<file path="src/rtl/botupd_irq_bridge.sv">
// Bot-update interrupt bridge: synchronizes the bot-domain update toggle, waits for
// the bot registers to settle, snapshots them and raises an acknowledgeable interrupt.
module botupd_irq_bridge #(
  parameter int SYNC_STAGES = 2,
  parameter int SETTLE_CYC  = 4,
  parameter int OVF_W       = 8
) (
  input  logic             clk,
  input  logic             rstn,
  input  logic             i_upd_tgl,
  input  logic [7:0]       i_loc_x,
  input  logic [7:0]       i_loc_y,
  input  logic [7:0]       i_sensors,
  input  logic [7:0]       i_botinfo,
  input  logic             i_ack,
  input  logic             i_ovf_clr,
  output logic             o_irq,
  output logic [31:0]      o_snap,
  output logic [15:0]      o_upd_cnt,
  output logic [OVF_W-1:0] o_ovf_cnt
);

  typedef enum logic [1:0] {IDLE, SETTLE, PEND} state_t;

  localparam logic [7:0] SETTLE_LAST = 8'(SETTLE_CYC - 1);

  logic [SYNC_STAGES-1:0] sync_q;
  logic                   prev_q;
  logic                   upd_edge;
  state_t                 state, state_nxt;
  logic [7:0]             cnt, cnt_nxt;
  logic                   capture;
  logic                   ovf_inc;
  logic                   irq_clr;

  // Synchronizer chain plus one delayed copy of its last stage for edge detection
  always_ff @(posedge clk or negedge rstn) begin
    if (!rstn) begin
      sync_q <= '0;
      prev_q <= 1'b0;
    end else begin
      sync_q <= {sync_q[SYNC_STAGES-2:0], i_upd_tgl};
      prev_q <= sync_q[SYNC_STAGES-1];
    end
  end

  assign upd_edge = sync_q[SYNC_STAGES-1] ^ prev_q;

  // State register and settle counter
  always_ff @(posedge clk or negedge rstn) begin
    if (!rstn) begin
      state <= IDLE;
      cnt   <= 8'd0;
    end else begin
      state <= state_nxt;
      cnt   <= cnt_nxt;
    end
  end

  always_comb begin
    state_nxt = state;
    cnt_nxt   = cnt;
    case (state)
      IDLE: begin
        if (upd_edge) begin
          state_nxt = SETTLE;
          cnt_nxt   = 8'd0;
        end
      end
      SETTLE: begin
        if (upd_edge) begin
          cnt_nxt = 8'd0;
        end else if (cnt == SETTLE_LAST) begin
          state_nxt = PEND;
        end else begin
          cnt_nxt = cnt + 8'd1;
        end
      end
      PEND: begin
        if (upd_edge) begin
          state_nxt = SETTLE;
          cnt_nxt   = 8'd0;
        end else if (i_ack) begin
          state_nxt = IDLE;
        end
      end
      default: begin
        state_nxt = IDLE;
        cnt_nxt   = 8'd0;
      end
    endcase
  end

  // An edge during SETTLE, or during PEND without a same-cycle ack, is an overrun
  always_comb begin
    capture = 1'b0;
    ovf_inc = 1'b0;
    irq_clr = 1'b0;
    case (state)
      SETTLE: begin
        capture = !upd_edge && (cnt == SETTLE_LAST);
        ovf_inc = upd_edge;
        irq_clr = i_ack;
      end
      PEND: begin
        ovf_inc = upd_edge && !i_ack;
        irq_clr = i_ack;
      end
      default: begin
        capture = 1'b0;
      end
    endcase
  end

  // Interrupt, snapshot and capture counter; a capture wins over a same-cycle ack
  always_ff @(posedge clk or negedge rstn) begin
    if (!rstn) begin
      o_irq     <= 1'b0;
      o_snap    <= 32'd0;
      o_upd_cnt <= 16'd0;
    end else begin
      if (capture) begin
        o_irq     <= 1'b1;
        o_snap    <= {i_loc_x, i_loc_y, i_sensors, i_botinfo};
        o_upd_cnt <= o_upd_cnt + 16'd1;
      end else if (irq_clr) begin
        o_irq <= 1'b0;
      end
    end
  end

  // Saturating overrun counter; a clear coincident with an overrun leaves one count
  always_ff @(posedge clk or negedge rstn) begin
    if (!rstn) begin
      o_ovf_cnt <= '0;
    end else if (i_ovf_clr) begin
      o_ovf_cnt <= ovf_inc ? OVF_W'(1) : '0;
    end else if (ovf_inc && (o_ovf_cnt != {OVF_W{1'b1}})) begin
      o_ovf_cnt <= o_ovf_cnt + OVF_W'(1);
    end
  end

endmodule

</file>
<file path="config.mk">
export PLATFORM = sky130hd
export DESIGN_NAME = botupd_irq_bridge
export DESIGN_NICKNAME = d
export VERILOG_FILES = /design/src/rtl/botupd_irq_bridge.sv
export SDC_FILE = /design/constraint.sdc
export NUM_CORES = 1
export LEC_CHECK = 0
export BUFFER_PORTS_ARGS = -buffer_cell sky130_fd_sc_hd__buf_2
export CORE_MARGIN = 8
export CORE_UTILIZATION = 50
export CTS_CLUSTER_DIAMETER = 120
export CTS_CLUSTER_SIZE = 16
export DETAILED_ROUTE_END_ITERATION = 10
export GPL_TIMING_DRIVEN = 0
export HOLD_SLACK_MARGIN = 0.06
export MAX_ROUTING_LAYER = met4
export PLACE_DENSITY = 0.86
export SETUP_SLACK_MARGIN = 0.1
export SLEW_MARGIN = 20
export SYNTH_ARGS = -nofsm -noshare
export SYNTH_HDL_FRONTEND = slang
export SYNTH_SLANG_ARGS = --single-unit
</file>
<file path="constraint.sdc">
create_clock -name clk -period 5.6 [get_ports clk]
set_clock_uncertainty 0.15 [all_clocks]
set_input_delay 0.28 -clock clk [delete_from_list [all_inputs] [get_ports clk]]
set_output_delay 0.28 -clock clk [all_outputs]
set_load 0.02 [all_outputs]
</file>
==> impl_results.md <==
* Fill count at 446
* Status: finished, final reports clean
* Global route overflow at 0
* Mean Syn Cell Area at 12.3 um2
* Worst-Margin Slew at 0.488 ns
* Kind of critical path: reg2reg
* PortBufs at 93
* Post-CTS resize count at 0
* Critical Path RT at 5.71 ns
* Sequential fraction of the synthesis area at 55.1%
* First-pass GRT wire length at 13600 um
* CP startpoint kind: flop
* Synth Cell Area at 0.00318 mm2
* CTS root buf: clkbuf_8
* Hold Violations, Final at 0
* Data arrival, critical path at 2.50 ns
* RSZ-0062 raised after global routing: no
* Synth Flop Type: dfrtp_1
* Vias/cell at 5.43
* Die area at 0.00917 mm2
* Pre-CTS setup slack at 3.34 ns
* Static Leak at 2.13 nW
* Chip height at 95.8 um
* Pwr Density at 279 mW/mm2
* IO Count at 94
* Drt initial violations at 208
* NumNets Final at 445
* Post-DRT Antenna Nets at 0
* Design Power at 1.21 mW
* Cell Count, Final, Fillers Out at 482
* Total CTS buffers at 9
* MaxCap Viol Count at 0
* F_max at 418 MHz
* Tmin final at 2.39 ns
* Post-route setup slack at 3.21 ns
* Slew headroom at 67.2%
* Share of cells above drive strength 1 at 38.8%
* Initial antenna violation count at 0
* Setup crit end kind: flop
* Distinct cells, synth at 45
* Die width at 95.8 um
* Site Rows at 29
* # DRC at 0
* Slowest-stage cell, CP: dfrtp_1
* Mapped Cells at 259
* CTS tree: done
* Drt pass-1 iters at 4
* Routed WL per cell at 18.2 um
* Crit-path leading delay family: simple AND/OR/NAND/NOR gates
* Latest clock arrival within the worst-skew pair at 0.35 ns
* Syn-to-layout area delta at 36.3%
* Yosys Warn Count at 0
* Min-delay worst type: reg2reg
* Setup-failing EPs final at 0
* Worst-path cell chain: ha_1, nor3b_2, nand4_1, buf_4, buf_6, nor2_1, xor2_1
* Final HPWL DP at 5460 um
* Placed insts at 430
* CP peak stage delay at 0.42 ns
* Wirelength, routed at 8760 um
* Clock slew at reported path FFs at 0.08 ns
* Number of synthesized flops with an enable pin at 0
* Period utilization at 42.7%
* Worst VDD drop at 0.201 mV
* Starting Density at 51.0%
* # clock sinks at 70
* Yosys reg bits at 70
* CTS H-tree lvls at 3
* Syn Nets at 304
* Via Count at 2615
* Final Slew Violations at 0
* Gr usage total at 20.2%
* Largest net degree at the start of global routing at 42
* Ys async rst share at 100%
* Diode count at 0
* Routability cong. at 0.868
* Placeable Area at 0.00624 mm2
* Crit-path max FO at 10
* TNS Setup at 0 ns
* CP bufs+invs at 2
* Worst-case clock buffer depth at 2
* Vias in the first global route at 2805
## cell usage after synthesis (2+ instances only)
cell type / n / area, um2
a21oi_1: 6 / 30.0
a31oi_1: 2 / 12.5
and3_1: 3 / 18.8
and4_1: 2 / 17.5
buf_2: 2 / 10.0
clkbuf_1: 3 / 11.3
dfrtp_1: 70 / 1750
ha_1: 8 / 100
inv_1: 7 / 26.3
mux2_2: 30 / 338
mux2_4: 5 / 75.1
nand2_1: 21 / 78.8
nand3_1: 9 / 45.0
nand4_1: 9 / 56.3
nor2_1: 12 / 45.0
nor2b_1: 2 / 12.5
nor3_1: 7 / 35.0
nor4_1: 4 / 25.0
o21ai_0: 8 / 40.0
o311ai_0: 2 / 17.5
o31ai_1: 2 / 15.0
o41ai_1: 2 / 17.5
or3_1: 3 / 18.8
or4_1: 2 / 15.0
xnor2_1: 3 / 26.3
xor2_1: 16 / 140
## layout make-up
type,count,area (um2),area share [%]
Buffer,7,40.0,0.924
Timing Repair Buffer,130,848,19.6
Clock inverter,4,53.8,1.24
Multi-Input combinational cell,175,1360,31.5
Tap cell,77,96.3,2.22
Sequential cell,70,1750,40.4
Inverter,7,26.3,0.606
Clock buffer,12,155,3.58
## registers in the layout, summed over array words and instances (netlist names)
register / flops
cnt: 8
o_irq: 1
o_ovf_cnt: 8
o_snap: 32
o_upd_cnt: 16
prev_q: 1
state: 2
sync_q: 2
## per-layer routing
metal	track usage [%]	wire, um	share of wire (%)
met1	20.8	3320	38
met2	34.5	4680	53
met3	5.85	479	5.5
met4	9.73	289	3.3
met5	-	0	0
## logic make-up after synthesis
group	Yosys count	synth area share [%]
muxes	36	13.3
DFF	70	55.1
AOI/OAI and AO/OA	29	6.17
xor gates and xnor gates	20	5.74
adders and majority gates	8	3.15
and+or+nand+nor	82	14.5
buffers and inverters	14	2.08
## final timing paths
check | from | endpoint | slack [ns] | depth (start not counted)
setup / recovery | cnt[0] | o_upd_cnt[7] | 3.21 | 7
hold / removal | sync_q[0] | sync_q[1] | 0.20 | 0
setup reg to reg | cnt[0] | o_upd_cnt[7] | 3.21 | 7
hold reg to reg | sync_q[0] | sync_q[1] | 0.20 | 0
max in group asynchronous | rstn | o_ovf_cnt[4] | 4.48 | 3
min in group asynchronous | rstn | o_upd_cnt[4] | 0.27 | 2
## placed cells by master, fill, tap and decap left out, types with 2 or more instances in the layout
cell / n
ha_1: 8
o21ai_0: 8
or3_1: 3
and3_1: 3
buf_4: 2
mux2_4: 5
nor2_1: 12
dlygate4sd3_1: 36
clkbuf_8: 11
nor2b_1: 2
nand2_1: 21
a31oi_1: 2
inv_1: 7
nand4_1: 9
o41ai_1: 2
and4_1: 2
clkinvlp_4: 2
nor4_1: 4
xnor2_1: 3
xor2_1: 16
a21oi_1: 6
o311ai_0: 2
or4_1: 2
clkbuf_1: 4
nand3_1: 9
mux2_2: 30
dfrtp_1: 70
o31ai_1: 2
buf_2: 94
nor3_1: 7
## through the flow
| stage | hold WS, ns | utilization [%] | cell area, um2 |
|---|---|---|---|
| 2_1_floorplan | -0.166 | - | 3180 |
| 3_3_place_gp | 0.185 | 60.0 | 3740 |
| 3_5_place_dp | 0.0899 | 60.3 | 3770 |
| 4_1_cts | 0.203 | 69.5 | 4340 |
| 5_1_grt | 0.205 | 69.5 | 4340 |
| 6_report | 0.202 | 69.5 | 4340 |
## report_power, final
group | internal (mW) | switching, mW
sequential | 0.529 | 0.0218
combinational | 0.0979 | 0.132
clock | 0.232 | 0.197
total | 0.859 | 0.352
## what timing repair did
item                      CTS  global route
hold endpoints to repair   68             0
setup buffers               0             0
hold buffers               36             0
## worst reg2reg max path, stage by stage, from the launching register on
cell     delay, ns
dfrtp_1       0.42
ha_1          0.25
nor3b_2       0.42
nand4_1       0.26
buf_4         0.26
buf_6         0.17
nor2_1        0.18
xor2_1        0.19
No activity file was read; power rests on OpenSTA's default activity.
